`src/rtl/cosine_sequencer_if.sv`:
```
// Handshake and multiplier bus for cosine_sequencer.
// slave = sequencer side, master = angle source / consumer / multiplier side.
interface cosine_sequencer_if;
  logic        in_valid;
  logic        in_ready;
  logic [15:0] in_x;
  logic        out_valid;
  logic        out_ready;
  logic [15:0] out_cos;
  logic        out_range_err;
  logic [15:0] mul_a;
  logic [15:0] mul_b;
  logic [15:0] mul_p;

  modport slave (
    input  in_valid, in_x, out_ready, mul_p,
    output in_ready, out_valid, out_cos, out_range_err, mul_a, mul_b
  );

  modport master (
    output in_valid, in_x, out_ready, mul_p,
    input  in_ready, out_valid, out_cos, out_range_err, mul_a, mul_b
  );
endinterface

```
`src/rtl/cosine_sequencer.sv`:
```
// Q5.11 cos(x) on [0, pi/2] via nested Horner, sharing one external multiplier.
// Optional x^8 term enabled by defining COSINE_SEQ_EXTRA_TERM_EN.
module cosine_sequencer #(
  parameter logic [15:0] X_MAX = 16'h0C91,
  parameter logic [15:0] K2    = 16'h0400,
  parameter logic [15:0] K12   = 16'h00AB,
  parameter logic [15:0] K30   = 16'h0044
) (
  input  logic                clk,
  input  logic                rst_n,
  cosine_sequencer_if.slave   bus
);

  localparam int          DATA_W = 16;
  localparam logic [15:0] ONE    = 16'h0800;
`ifdef COSINE_SEQ_EXTRA_TERM_EN
  localparam logic [15:0] K56    = 16'h0025;
`endif

  typedef enum logic [3:0] {
    S_IDLE = 4'd0,
    S_SQ   = 4'd1,
    S_K56  = 4'd2,
    S_K30  = 4'd3,
    S_Q0   = 4'd4,
    S_K12  = 4'd5,
    S_Q1   = 4'd6,
    S_K2   = 4'd7,
    S_Q2   = 4'd8,
    S_DONE = 4'd9
  } state_t;

  state_t              state_q, state_d;
  logic [DATA_W-1:0]   x_q, x_d;
  logic [DATA_W-1:0]   y_q, y_d;
  logic [DATA_W-1:0]   prod_q, prod_d;
  logic [DATA_W-1:0]   t_q, t_d;
  logic [DATA_W-1:0]   out_cos_q, out_cos_d;
  logic                err_q, err_d;
  logic                out_valid_q, out_valid_d;
  logic                in_ready_q, in_ready_d;
  logic [DATA_W-1:0]   mul_a_c, mul_b_c;

  // 1 - v in Q5.11, floored at zero when truncation pushes v above one
  function automatic logic [DATA_W-1:0] one_minus(input logic [DATA_W-1:0] v);
    return (v > ONE) ? '0 : (ONE - v);
  endfunction

  always_comb begin
    mul_a_c = '0;
    mul_b_c = '0;
    if (rst_n) begin
      unique case (state_q)
        S_SQ:  begin mul_a_c = x_q;    mul_b_c = x_q; end
`ifdef COSINE_SEQ_EXTRA_TERM_EN
        S_K56: begin mul_a_c = y_q;    mul_b_c = K56; end
        S_Q0:  begin mul_a_c = prod_q; mul_b_c = t_q; end
`endif
        S_K30: begin mul_a_c = y_q;    mul_b_c = K30; end
        S_K12: begin mul_a_c = y_q;    mul_b_c = K12; end
        S_Q1:  begin mul_a_c = prod_q; mul_b_c = t_q; end
        S_K2:  begin mul_a_c = y_q;    mul_b_c = K2;  end
        S_Q2:  begin mul_a_c = prod_q; mul_b_c = t_q; end
        default: begin mul_a_c = '0;   mul_b_c = '0;  end
      endcase
    end
  end

  always_comb begin
    state_d     = state_q;
    x_d         = x_q;
    y_d         = y_q;
    prod_d      = prod_q;
    t_d         = t_q;
    out_cos_d   = out_cos_q;
    err_d       = err_q;
    out_valid_d = out_valid_q;
    in_ready_d  = in_ready_q;
    unique case (state_q)
      S_IDLE: begin
        if (bus.in_valid) begin
          x_d        = bus.in_x;
          in_ready_d = 1'b0;
          if (bus.in_x > X_MAX) begin
            out_cos_d   = '0;
            err_d       = 1'b1;
            out_valid_d = 1'b1;
            state_d     = S_DONE;
          end else begin
            state_d = S_SQ;
          end
        end
      end
      S_SQ: begin
        y_d = bus.mul_p;
`ifdef COSINE_SEQ_EXTRA_TERM_EN
        state_d = S_K56;
`else
        state_d = S_K30;
`endif
      end
`ifdef COSINE_SEQ_EXTRA_TERM_EN
      S_K56: begin
        t_d     = one_minus(bus.mul_p);
        state_d = S_K30;
      end
      S_K30: begin
        prod_d  = bus.mul_p;
        state_d = S_Q0;
      end
      S_Q0: begin
        t_d     = one_minus(bus.mul_p);
        state_d = S_K12;
      end
`else
      S_K30: begin
        t_d     = one_minus(bus.mul_p);
        state_d = S_K12;
      end
`endif
      S_K12: begin
        prod_d  = bus.mul_p;
        state_d = S_Q1;
      end
      S_Q1: begin
        t_d     = one_minus(bus.mul_p);
        state_d = S_K2;
      end
      S_K2: begin
        prod_d  = bus.mul_p;
        state_d = S_Q2;
      end
      S_Q2: begin
        out_cos_d   = one_minus(bus.mul_p);
        err_d       = 1'b0;
        out_valid_d = 1'b1;
        state_d     = S_DONE;
      end
      S_DONE: begin
        if (bus.out_ready) begin
          out_valid_d = 1'b0;
          in_ready_d  = 1'b1;
          state_d     = S_IDLE;
        end
      end
      default: begin
        out_valid_d = 1'b0;
        in_ready_d  = 1'b1;
        state_d     = S_IDLE;
      end
    endcase
  end

  always_ff @(posedge clk) begin
    if (!rst_n) begin
      state_q     <= S_IDLE;
      x_q         <= '0;
      y_q         <= '0;
      prod_q      <= '0;
      t_q         <= '0;
      out_cos_q   <= '0;
      err_q       <= 1'b0;
      out_valid_q <= 1'b0;
      in_ready_q  <= 1'b1;
    end else begin
      state_q     <= state_d;
      x_q         <= x_d;
      y_q         <= y_d;
      prod_q      <= prod_d;
      t_q         <= t_d;
      out_cos_q   <= out_cos_d;
      err_q       <= err_d;
      out_valid_q <= out_valid_d;
      in_ready_q  <= in_ready_d;
    end
  end

  assign bus.in_ready      = in_ready_q;
  assign bus.out_valid     = out_valid_q;
  assign bus.out_cos       = out_cos_q;
  assign bus.out_range_err = err_q;
  assign bus.mul_a         = mul_a_c;
  assign bus.mul_b         = mul_b_c;

endmodule
```
`src/flat_wrapper.sv`:
```
// flat-port wrapper written by rule: the top's interface ports become plain ports
module cosine_sequencer_flat 
#(
  parameter logic [15:0] X_MAX = 16'h0C91,
  parameter logic [15:0] K2    = 16'h0400,
  parameter logic [15:0] K12   = 16'h00AB,
  parameter logic [15:0] K30   = 16'h0044
)
  (clk, rst_n, bus_in_valid, bus_in_x, bus_out_ready, bus_mul_p, bus_in_ready, bus_out_valid, bus_out_cos, bus_out_range_err, bus_mul_a, bus_mul_b);
  cosine_sequencer_if bus_i ();
  input  logic clk;
  input  logic rst_n;
  input wire logic [$bits(bus_i.in_valid)-1:0] bus_in_valid;
  input wire logic [$bits(bus_i.in_x)-1:0] bus_in_x;
  input wire logic [$bits(bus_i.out_ready)-1:0] bus_out_ready;
  input wire logic [$bits(bus_i.mul_p)-1:0] bus_mul_p;
  output wire logic [$bits(bus_i.in_ready)-1:0] bus_in_ready;
  output wire logic [$bits(bus_i.out_valid)-1:0] bus_out_valid;
  output wire logic [$bits(bus_i.out_cos)-1:0] bus_out_cos;
  output wire logic [$bits(bus_i.out_range_err)-1:0] bus_out_range_err;
  output wire logic [$bits(bus_i.mul_a)-1:0] bus_mul_a;
  output wire logic [$bits(bus_i.mul_b)-1:0] bus_mul_b;
  assign bus_i.in_valid = bus_in_valid;
  assign bus_i.in_x = bus_in_x;
  assign bus_i.out_ready = bus_out_ready;
  assign bus_i.mul_p = bus_mul_p;
  assign bus_in_ready = bus_i.in_ready;
  assign bus_out_valid = bus_i.out_valid;
  assign bus_out_cos = bus_i.out_cos;
  assign bus_out_range_err = bus_i.out_range_err;
  assign bus_mul_a = bus_i.mul_a;
  assign bus_mul_b = bus_i.mul_b;
  cosine_sequencer #(.X_MAX(X_MAX), .K2(K2), .K12(K12), .K30(K30)) u_core (.clk(clk), .rst_n(rst_n), .bus(bus_i));
endmodule
```
`config.mk`:
```
export PLATFORM = sky130hd
export DESIGN_NAME = cosine_sequencer_flat
export DESIGN_NICKNAME = d
export VERILOG_FILES = /design/src/rtl/cosine_sequencer_if.sv /design/src/rtl/cosine_sequencer.sv /design/src/flat_wrapper.sv
export SDC_FILE = /design/constraint.sdc
export NUM_CORES = 1
export LEC_CHECK = 0
export ABC_CLOCK_PERIOD_IN_PS = 3100
export CORE_AREA = 10 10 117 119
export CTS_BUF_LIST = sky130_fd_sc_hd__clkbuf_4
export DETAILED_ROUTE_END_ITERATION = 8
export DIE_AREA = 0 0 127 129
export GPL_TIMING_DRIVEN = 0
export RECOVER_POWER = 50
export SYNTH_ARGS = -nofsm -noshare
export SYNTH_HDL_FRONTEND = slang
export SYNTH_SLANG_ARGS = --single-unit
```
`constraint.sdc`:
```
create_clock -name clk -period 3.1 [get_ports clk]
set_input_delay 0.93 -clock clk [delete_from_list [all_inputs] [get_ports clk]]
set_output_delay 0.93 -clock clk [all_outputs]
set_load 0.01 [all_outputs]
```
Yosys cells after proc, flatten, opt, wreduce, memory -nomap -nowiden
Cells that the tools add are included.

storage, ports and cells
  register bits = 87

operators by class
  add/subtract/negate cells = 1
  $lt $le $gt $ge = 2
  equality and inequality tests = 10
  muxes and demuxes = 20
  bitwise operators = 2
  reductions and logical operators = 13

operators by type and width
  kind                    number
  $mux 16                 5
  $pmux 16 s5             1
  $pmux 16 s3             1
  $gt 16x12->1 const B    2
  $pmux 16 s2             1
  $pmux 4 s8              1
  $sub 12x16->16 const A  1
  $eq 4x3->1 const B      3
  $mux 4                  3
  $eq 4x4->1 const B      2
  $reduce_and 3->1        2
  $reduce_or 2->1         3
  $reduce_or 6->1         1
  $mux 1                  5
  $reduce_or 5->1         1
  $eq 4x1->1 const B      1
  $eq 4x2->1 const B      1
  $logic_not 4->1         1
  $ne 2x2->1 const B      2
  $pmux 1 s4              1
  $reduce_and 2->1        2
  $reduce_and 4->1        1
  $pmux 1 s3              1
  $reduce_or 3->1         1
  other kinds (4)         5

Logic depth before layout (Yosys ltp)
Gate-level depths: netlist of the first run.

  word-level depth = 4
  depth in mapped cells = 9

Worst setup path after synthesis of the first run
OpenSTA, ideal clock, no wires.

  path kind = input to register
  start = in bus_mul_p[0]
  end = reg u_core.t_q[9]
  arrival time = 2671 ps
  required time = 3043 ps
  path slack = 372 ps
  stages = 9
  path buffers = 3
  cell sequence = clkbuf_1 -> inv_1 -> ha_1 -> or4b_1 -> buf_2 -> o41ai_2 -> and4_1 -> buf_6 -> a22o_2

on the way
  cells in the longest elaborated chain, start to end = 2
  elaborated cells on any way between the ends = 3

RTL lines
  item                                            line                     text
  start: declaration                              flat_wrapper.sv:16       input wire logic [$bits(bus_i.mul_p)-1:0] bus_mul_p;
  $sub 12x16->16 or $gt 16x12->1 (tied branches)  cosine_sequencer.sv:46   return (v > ONE) ? '0 : (ONE - v);
  $mux 16 (*)                                     cosine_sequencer.sv:46
  end signal: assignment                          cosine_sequencer.sv:170  t_q <= t_d;
  end: declaration                                cosine_sequencer.sv:37   logic [DATA_W-1:0] t_q, t_d;

Every way passes the cells marked *; elsewhere a longest branch is shown, timed or not.
A chain may end at the register's enable or synchronous reset.

Worst setup path in the final report of the first run
  start = reg u_core.state_q[2]
  end = out bus_mul_b[11]

on the way
  cells in the longest elaborated chain, start to end = 4
  elaborated cells on any way between the ends = 9

RTL lines
  item                                      line                     text
  start: declaration                        cosine_sequencer.sv:33   state_t state_q, state_d;
  start signal: assignment                  cosine_sequencer.sv:166  state_q <= state_d;
  $eq 4x3->1 or $eq 4x4->1 (tied branches)  cosine_sequencer.sv:53   unique case (state_q)
  $reduce_or 2->1 (no source line)          --
  $pmux 16 s5 (*)                           cosine_sequencer.sv:53
  $mux 16 (*)                               cosine_sequencer.sv:52   if (rst_n) begin
  end: declaration                          flat_wrapper.sv:22       output wire logic [$bits(bus_i.mul_b)-1:0] bus_mul_b;

Marked as above.

==> results of run 1 <==
## area by class of cell
cell class,instances,area share [%]
Multi-Input combinational cell,365,41.8
Sequential cell,87,30.9
Timing Repair Buffer,106,16.3
Buffer,35,4.18
Tap cell,143,3.15
Clock inverter,7,1.96
Clock buffer,9,1.19
Inverter,7,0.462
## path summary, 6_finish.rpt
kind	start	end	slack [ns]	depth (start not counted)
worst min-delay path	u_core.bus.out_range_err	u_core.bus.out_range_err	0.45	2
worst max-delay path	u_core.state_q[2]	bus_mul_b[11]	0.02	7
worst min register to register	u_core.bus.out_range_err	u_core.bus.out_range_err	0.45	2
worst max register to register	u_core.state_q[1]	u_core.bus.out_cos[8]	0.83	6
## kinds of logic (layout without fill, tap and decap cells)
| group | count (synthesis) | in the layout |
|---|---|---|
| simple gates | 208 | 208 |
| flops | 87 | 87 |
| buf+inv | 48 | 164 |
| xor+xnor | 10 | 10 |
| compound gates | 146 | 146 |
| fa+ha+maj | 1 | 1 |
## flip-flops by register name, summed over array words and instances, names as in the netlist
register                  flops
u_core.t_q                   16
u_core.state_q                4
u_core.y_q                   16
u_core.bus.out_valid          1
u_core.bus.out_range_err      1
u_core.prod_q                16
u_core.bus.in_ready           1
u_core.x_q                   16
u_core.bus.out_cos           16
## metrics by stage
step / setup TNS (ns) / power (W) / cell area [um2]
2_1_floorplan: 0 / 0.00160 / 4110
3_3_place_gp: -40.11 / 0.00182 / 5110
5_1_grt: -1.09 / 0.00295 / 5680
3_5_place_dp: -40.58 / 0.00183 / 5110
4_1_cts: -0.309 / 0.00278 / 5550
6_report: 0 / 0.00282 / 5680
## worst register-to-register path: cells and delay by family (launching register included)
kind                   cells  cell delay, ns
AOI/OAI and AO/OA          2            0.78
and+or+nand+nor            2            0.56
DFF                        1            0.40
buffers and inverters      2            0.48
## per-layer routing
layer  part of all wire [%]  GRT usage [%]  up-vias
met5                      0              0        -
met4                    1.8           5.89        0
met3                    7.9           4.97       27
met2                     46           28.5      186
met1                     44           22.2     2055
li1                       -              -     2002
## synth_stat cells, types with 4 or more instances
master      n  area (um2)
clkbuf_1   30         113
and3_1      4        25.0
o21ai_0    10        50.1
a31oi_1     5        31.3
and2_1      4        25.0
nand2_1   122         458
a222oi_1   16         160
a21oi_1    10        50.1
a22o_2     10         100
nand3_1     5        25.0
xor2_1      5        43.8
dfxtp_1    87        1740
a21boi_0   53         398
inv_1       7        26.3
nor3_1      4        20.0
a22o_1     13         114
nor4_1      5        31.3
buf_2       7        35.0
a22oi_1     9        67.6
nor2_1     39         146
o211ai_1    4        30.0
xnor2_1     5        43.8
or3_1       4        25.0
## repair_timing
item                                    CTS  global route
gates resized for setup                 214            48
setup buffers                             9            12
pin swaps                                10            19
hold buffers                              0             0
endpoints found under the setup margin   32            34
gates cloned                              5             1
## where the power goes
group	internal (W)	switching, W	leakage (nW)	total (W)
Combinational	0.000324	0.000449	1.20	0.000773
Sequential	0.00118	0.0000632	0.708	0.00125
Clock	0.000403	0.000395	0.0950	0.000799
Total	0.00191	0.000907	2.00	0.00282
==> reports/results.tsv, run 1 <==
stage	metric	value	unit
cts	cts.sink_count	87	
yosys	ys_seq_area_share	42.3	%
cts	cts_max_level	3	
global_routing	grt_max_degree	15	
worst_setup_path	critPathCaptureType	primary output	
floorplan	start_util	36.3	%
layout	num-fill-cells	1097	
global_routing	grt_pass1_wl	23.1	mm
yosys	synth-xor-area-share	2.13	%
timing	worst_clock_skew	0.00794	ns
cts	root_buffer	clkbuf_4	
yosys	syn_avg_cell_area	8.23	um2
timing	rsz0062_at_grt	true	
cts	path_clk_slew	0.14	ns
layout	syn_to_final_growth	38.2	%
routing	via_per_inst	5.63	
global_routing	grt_pass1_vias	4257	
timing	slew_headroom	41.1	%
yosys	yosysWarnings	0	
worst_setup_path	worst-setup-path-type	flop to primary output	
routing	ant_nets	0	
timing	final-setup-viol-count	0	
routing	first_iter_violations	461	
timing	maxSlewViolCount	0	
worst_setup_path	crit_family	simple AND/OR/NAND/NOR gates	
yosys	synthAdderAreaFrac	0.304	%
yosys	synth-compound-area-share	27.7	%
worst_setup_path	crit_required	2.17	ns
global_routing	grt-ovfl-total	0	
yosys	muxShareOfSynthArea	0	%
hold_path	hold_class	flop to flop	
placed_design	dp_hpwl	10.8	mm
yosys	ys_async_sr_fraction	0	%
global_routing	grt_antenna_before_repair	0	
pwr	power.density	496	nW/um2
timing	max_freq	325	MHz
routing	routed_wl	14.9	mm
layout	layout_commonest_cell	nand2_1	
layout	drive_gt1_share	23.1	%
worst_setup_path	cp_data_arrival_time	2.15	ns
routing	detail_route.first_pass.iterations	8	
timing	fin_ws	0.0201	ns
routing	vias	4270	
worst_setup_path	cpMaxStageDelayCell	or3b_4	
global_routing	grt_use_total	17.7	%
placed_design	numPortBuffers	82	
yosys	synth_nets	537	
floorplan	core_area	11300	um2
floorplan	ioPinCount	87	
yosys	postSynthRegisterBits	87	
timing	final-hold-violation-count	0	
cts	cts_buffers	9	
cts	cts_buffer_depth	2	
worst_setup_path	crit_path_cell_trace	or3b_4 > a21oi_4 > buf_6 > o21ai_4 > clkbuf_16 > nor2_4 > buf_2	
timing	tightest_slew	0.876	ns
placed_design	pre_cts_ws	-1.12	ns
pwr	power.leakage	2.00	nW
status	status	complete, no violations	
timing	min_period_over_period	99.4	%
layout	final_cells	759	
yosys	synth_top_family_by_area	compound AO/OA/AOI/OAI gates	
job	maxCapViolations	0	
yosys	yosysUniqueCellTypes	50	
timing	fin_crit	3.08	ns
layout	final-seq-area	1760	um2
layout	fin_nets	648	
cts	cts_tree	yes	
placed_design	gp_congestion	0.854	
floorplan	fp-row-count	39	
yosys	synth-main-ff-cell	dfxtp_1	
floorplan	die_w	127	um
pwr	peakVddDrop	0.266	mV
routing	drc	0	
floorplan	die_y	129	um
placed_design	dp.cells	725	
yosys	syn_inst	500	
worst_setup_path	worst-path-max-fanout	7	
routing	wl_per_cell	19.6	um
layout	fin_util	50.2	%
layout	final_cell_mix	nand2_1 (122), dfxtp_1 (83), a21boi_0 (52), clkdlybuf4s50_1 (45), buf_2 (29)	
worst_setup_path	cpPeakStageDelay	0.41	ns
timing	holdWs	0.453	ns
cts	clk_latency	0.44	ns
worst_setup_path	path_buf_inv	3	
layout	multi_input_area	2380	um2
yosys	syn_area	4110	um2
layout	diodes	0	
floorplan	dieArea	16400	um2
yosys	synth-simple-area-share	22.3	%
worst_setup_path	start_kind	flop	
yosys	synth_edf_count	0	
(Power assumes the default switching activity.)
==> run 2, diff against run 1 <==
Settings changed: DONT_BUFFER_PORTS set to 1.
==> run 2 against run 1 <==
Effect of this change:
- fmax rose by 0.85%
- worst hold slack gained 0.021 ns
- combinational power fell by 18%
- largest cell class unchanged
- clock power fell by 20%
- total power shrank 11%
- sequential power is essentially flat
- highest routed layer unchanged
- critical path depth unchanged
- critical path type unchanged
- cell count shrank 13%
==> reports/results.tsv, run 2 (same netlist as run 1, synthesis figures left out) <==
stage	metric	value	unit	change
timing	final-setup-viol-count	0		unchanged
cts	cts_buffers	9		unchanged
floorplan	ioPinCount	87		unchanged
layout	num-fill-cells	1145		+4.4%
global_routing	grt-ovfl-total	0		unchanged
routing	ant_nets	0		unchanged
routing	via_per_inst	5.85		+4.1%
timing	min_period_over_period	98.5	%	-0.84 points
floorplan	dieArea	16400	um2	unchanged
worst_setup_path	worst-setup-path-type	flop to primary output		
worst_setup_path	critPathCaptureType	primary output		
routing	wl_per_cell	21.4	um	+9.2%
floorplan	die_w	127	um	unchanged
pwr	peakVddDrop	0.287	mV	+8.1%
floorplan	core_area	11300	um2	unchanged
worst_setup_path	path_buf_inv	3		unchanged
placed_design	numPortBuffers	0		-100%
floorplan	start_util	36.3	%	unchanged
pwr	power.leakage	1.54	nW	-23%
global_routing	grt_antenna_before_repair	0		unchanged
timing	rsz0062_at_grt	true		
global_routing	grt_pass1_vias	3674		-14%
pwr	p_total	0.00252	W	-11%
global_routing	globalRouteMet3Util	6.00	%	+1.0 points
layout	drive_gt1_share	20.2	%	-2.9 points
job	maxCapViolations	0		unchanged
layout	diodes	0		unchanged
worst_setup_path	crit_family	compound AO/OA/AOI/OAI gates		
timing	maxSlewViolCount	0		unchanged
worst_setup_path	reg2reg_from	u_core.state_q[0]		
timing	final-hold-violation-count	0		unchanged
layout	fin_util	42.7	%	-7.5 points
layout	fin_nets	553		-15%
cts	cts.sink_count	87		unchanged
worst_setup_path	cp_data_arrival_time	2.12	ns	-0.03 ns
placed_design	dp_hpwl	10.7	mm	-0.79%
hold_path	hold_start	u_core.y_q[0]		
routing	routed_wl	14.2	mm	-4.6%
floorplan	die_y	129	um	unchanged
worst_setup_path	worst-path-max-fanout	10		+3
global_routing	grt_max_degree	14		-1
global_routing	gr-max-usage-layer	met2		
worst_setup_path	crit_path_cell_trace	buf_6 > or3b_4 > a21oi_4 > buf_4 > buf_8 > a222oi_1 > nor2_4		
layout	syn_to_final_growth	17.5	%	
cts	cts_max_level	3		unchanged
global_routing	met2_usage	26.4	%	-2.1 points
cts	clk_latency	0.44	ns	about the same
worst_setup_path	crit_start	u_core.state_q[3]		
hold_path	hold_class	flop to flop		
cts	cts_tree	yes		
timing	slew_headroom	37.6	%	-3.5 points
timing	tightest_slew	0.928	ns	+0.0525 ns
layout	final_cell_mix	nand2_1 (122), dfxtp_1 (83), a21boi_0 (53), clkbuf_1 (16), a222oi_1 (16)		
routing	vias	3881		-9.1%
timing	worst_clock_skew	0.0214	ns	+0.0135 ns
routing	detail_route.first_pass.iterations	6		-2
cts	root_buffer	clkbuf_4		
cts	path_clk_slew	0.14	ns	about the same
timing	fin_crit	3.05	ns	-0.0261 ns
worst_setup_path	start_kind	flop		
routing	first_iter_violations	347		-25%
worst_setup_path	crit_required	2.17	ns	about the same
pwr	power.density	521	nW/um2	+5.0%
timing	holdWs	0.475	ns	+0.0215 ns
global_routing	grt_pass1_wl	21.4	mm	-7.5%
placed_design	gp_congestion	0.881		+3.3%
worst_setup_path	cpMaxStageDelayCell	a222oi_1		
layout	layout_commonest_cell	nand2_1		
floorplan	fp-row-count	39		unchanged
global_routing	met1_usage	20.8	%	-1.4 points
cts	cts_buffer_depth	2		unchanged
global_routing	grt_use_total	16.6	%	-1.0 points
timing	max_freq	327	MHz	+0.85%
routing	drc	0		unchanged
worst_setup_path	cpPeakStageDelay	0.54	ns	+0.13 ns
status	status	complete, no violations		
==> run 2: cell count changes in the layout (fill, tap and decap cells not counted), moves of 3 or more <==
cell	before	now
clkdlybuf4s50_1	45	0
buf_2	29	6
buf_6	18	5
nor2_2	2	15
buf_4	17	7
nor2_1	23	13
dfxtp_2	0	4
dfxtp_4	4	0
dlygate4sd3_1	4	0
a31oi_4	2	5
clkbuf_2	0	3
clkbuf_8	0	3
nor2_4	14	11
==> run 2: layer usage <==
| layer | up-vias | wire length, um |
|---|---|---|
| met1 | 1903 | 6140 |
| met3 | 14 | 1350 |
| met2 | 158 | 6540 |
| li1 | 1806 | - |
| met4 | 0 | 191 |
| met5 | - | 0 |
==> run 2: layout make-up <==
type / count / area (um2) / share of cell area, %
buffer: 39 / 264 / 5.46
clock buffer: 11 / 82.6 / 1.71
clock inverter: 4 / 47.5 / 0.984
inverter: 7 / 26.3 / 0.544
multi-input combinational: 365 / 2410 / 49.9
sequential: 87 / 1750 / 36.1
tap: 143 / 179 / 3.70
timing repair buffer: 7 / 76.3 / 1.58
==> run 2: through the flow <==
step                instance area, um2  worst slack (ns)  cells  setup TNS [ns]
finish                            4830            0.0462    663               0
floorplan                         4110             0.372    500               0
global placement                  4290            -0.148    643           -2.08
detailed placement                4290            -0.157    643           -1.88
global route                      4830           -0.0121    663         -0.0287
CTS                               4780           0.00636    660               0
==> run 2: worst paths after layout <==
check / endpoint / slack (ns) / cells after the start
setup / recovery: bus_mul_a[5] / 0.05 / 7
hold reg to reg: u_core.y_q[0] / 0.47 / 2
hold / removal: u_core.y_q[0] / 0.47 / 2
setup reg to reg: u_core.bus.out_cos[8] / 0.86 / 5
==> run 2: worst register-to-register path: stages (launching register included) <==
cell	delay, ns
dfxtp_2	0.40
nor4_2	0.50
nand4_1	0.15
o2bb2ai_1	0.63
buf_2	0.34
a22o_1	0.17
==> run 2: repair_timing <==
| action | CTS | global route |
|---|---|---|
| buffers inserted | 2 | 3 |
| pin swaps | 2 | 5 |
| resized for setup | 89 | 16 |
| endpoints found under the setup margin | 32 | 32 |
| hold buffers | 0 | 0 |
| gates cloned | 2 | 0 |
==> run 2: report_power, final <==
group	switching [W]	internal [W]
Clock	0.000380	0.000258
Sequential	0.0000641	0.00118
Combinational	0.000396	0.000234
Total	0.000841	0.00168
==> run 3, diff against run 2 <==
Settings changed: CORE_AREA 10 10 117 119 to 10 10 91 93, DIE_AREA 0 0 127 129 to 0 0 101 103, PLACE_DENSITY set to 0.79.
==> run 3 against run 2 <==
Effect of this change:
- the flow now finishes with violations (negative setup slack)
- wire length fell by 4.5%
- core utilization rose by 31 points
- clock skew fell by 0.0019 ns
- first-iteration DRC count rose by 53%
- sequential power barely moved
- critical endpoint is now bus_mul_a[6]
==> reports/results.tsv, run 3 (same netlist as run 1, synthesis figures left out) <==
stage	metric	value	unit	change
worst_setup_path	crit_required	2.17	ns	about the same
placed_design	pre_cts_ws	-0.0403	ns	+0.116 ns
routing	wl_per_cell	22.5	um	+5.2%
cts	cts.sink_count	87		unchanged
placed_design	dp_hpwl	9.53	mm	-11%
cts	cts_max_level	3		unchanged
cts	clk_latency	0.44	ns	about the same
worst_setup_path	crit_path_cell_trace	buf_6 > or3b_4 > a21oi_4 > o21ai_4 > buf_4 > nor2_2		
layout	final_cell_mix	nand2_1 (122), dfxtp_1 (83), a21boi_0 (53), nor2_4 (20)		
worst_setup_path	worst-path-max-fanout	7		-3
timing	fin_crit	3.13	ns	+0.0741 ns
cts	cts_buffer_depth	2		unchanged
timing	rsz0062_at_grt	true		
cts	cts_tree	yes		
placed_design	gp_congestion	0.938		+6.5%
pwr	peakVddDrop	0.316	mV	+9.8%
global_routing	grt_pass1_vias	3816		+3.9%
routing	routed_wl	13.6	mm	-4.5%
cts	path_clk_slew	0.14	ns	about the same
timing	tightest_slew	0.802	ns	-0.126 ns
cts	root_buffer	clkbuf_4		
layout	postLayoutCellArea	4810	um2	-0.39%
worst_setup_path	crit_cells	6		-1
timing	min_period_over_period	101	%	+2.4 points
routing	detail_route.first_pass.iterations	6		unchanged
worst_setup_path	ff2ff_path_depth	8		+3
layout	layout_commonest_cell	nand2_1		
timing	fin_ws	-0.0279	ns	-0.0741 ns
pwr	power.density	528	nW/um2	+1.3%
timing	max_freq	320	MHz	-2.4%
worst_setup_path	start_kind	flop		
status	status	finished, violations left		
worst_setup_path	worst-setup-path-type	flop to primary output		
cts	cts_buffers	9		unchanged
cts	cts_hold_buf	0		unchanged
global_routing	grt-ovfl-total	0		unchanged
global_routing	grt_max_degree	14		unchanged
worst_setup_path	cpPeakStageDelay	0.38	ns	-0.16 ns
layout	diodes	0		unchanged
timing	final-hold-violation-count	0		unchanged
layout	syn_to_final_growth	17.0	%	
floorplan	core_area	6570	um2	-42%
worst_setup_path	cp_data_arrival_time	2.20	ns	+0.08 ns
layout	fin_nets	556		+0.54%
floorplan	start_util	62.6	%	+26 points
timing	final-setup-viol-count	1		+1
placed_design	placed_area	4210	um2	-1.8%
worst_setup_path	path_buf_inv	2		-1
timing	holdWs	0.473	ns	-0.00141 ns
layout	drive_gt1_share	20.5	%	+0.31 points
worst_setup_path	cpMaxStageDelayCell	or3b_4		
hold_path	holdPathStages	2		unchanged
timing	slew_headroom	46.0	%	+8.5 points
routing	drc	0		unchanged
job	maxCapViolations	0		unchanged
pwr	power.leakage	1.54	nW	+0.22%
status	violations	negative setup slack		
floorplan	fp-row-count	30		-23%
floorplan	die_w	101	um	-20%
global_routing	grt_antenna_before_repair	0		unchanged
floorplan	dieArea	10400	um2	-37%
worst_setup_path	critPathCaptureType	primary output		
timing	worst_clock_skew	0.0196	ns	-0.00185 ns
placed_design	numPortBuffers	0		unchanged
worst_setup_path	crit_family	simple AND/OR/NAND/NOR gates		
routing	vias	3974		+2.4%
routing	first_iter_violations	531		+53%
routing	via_per_inst	6.60		+13%
global_routing	grt_pass1_wl	20.4	mm	-4.5%
hold_path	hold_class	flop to flop		
routing	ant_nets	0		unchanged
floorplan	die_y	103	um	-20%
floorplan	ioPinCount	87		unchanged
global_routing	grt_use_total	24.8	%	+8.2 points
layout	fin_util	73.3	%	+31 points
timing	maxSlewViolCount	0		unchanged
[run 3: cell types whose count changed in the layout (fill, tap and decap cells not counted)]
| cell | change |
|---|---|
| clkbuf_8 | -1 |
| clkbuf_4 | -3 |
| a21oi_4 | +2 |
| buf_8 | +2 |
| nor2_4 | +9 |
| clkbuf_2 | +3 |
| clkbuf_16 | -1 |
| a21oi_2 | -2 |
| buf_6 | +1 |
| clkinv_4 | -1 |
| nor2_2 | -9 |
| buf_2 | +1 |
| inv_6 | +1 |
[run 3: worst min-delay path, cell delays in order, from the launching register on]
cell,delay (ns)
dfxtp_1,0.33
nand2_1,0.05
a21boi_0,0.06
[run 3: final timing paths]
kind / startpoint / endpoint / slack, ns
hold reg to reg: u_core.y_q[7] / u_core.y_q[7] / 0.47
setup reg to reg: u_core.state_q[3] / u_core.bus.out_cos[11] / 0.79
hold / removal: u_core.y_q[7] / u_core.y_q[7] / 0.47
setup / recovery: u_core.state_q[3] / bus_mul_a[6] / -0.03
[run 3: area by class of cell]
cell class / count / area, um2
multi-input combinational: 365 / 2470
fill: 489 / 1760
sequential: 87 / 1750
buffer: 39 / 256
tap: 80 / 100
timing repair buffer: 10 / 91.3
clock buffer: 10 / 75.1
clock inverter: 4 / 47.5
inverter: 7 / 26.3
[run 3: through the flow]
stage / setup TNS, ns / std cells / power [W]
floorplan: 0 / 500 / 0.00160
global placement: -0.437 / 580 / 0.00172
detailed placement: -0.163 / 580 / 0.00173
CTS: 0 / 598 / 0.00246
global route: -0.992 / 602 / 0.00264
finish: -0.0279 / 602 / 0.00254
[run 3: where the power goes]
group	switching [W]	total, W	leakage (nW)	internal, W
Combinational	0.000417	0.000654	0.766	0.000237
Clock	0.000387	0.000634	0.0701	0.000246
Sequential	0.0000681	0.00125	0.707	0.00118
Total	0.000873	0.00254	1.54	0.00167
[run 3: what timing repair did]
item,CTS,global route
gates resized for setup,83,29
buffers inserted,3,3
endpoints found under the setup margin,32,32
gates cloned,3,1
pin swaps,3,17
[run 3: layer usage]
metal  vias up  GRT usage [%]  part of all wire [%]
met2       252           37.4                    46
li1       1812              -                     -
met3        50           7.57                    12
met5         -              0                     0
met4         0           11.8                   4.0
met1      1860           31.5                    39
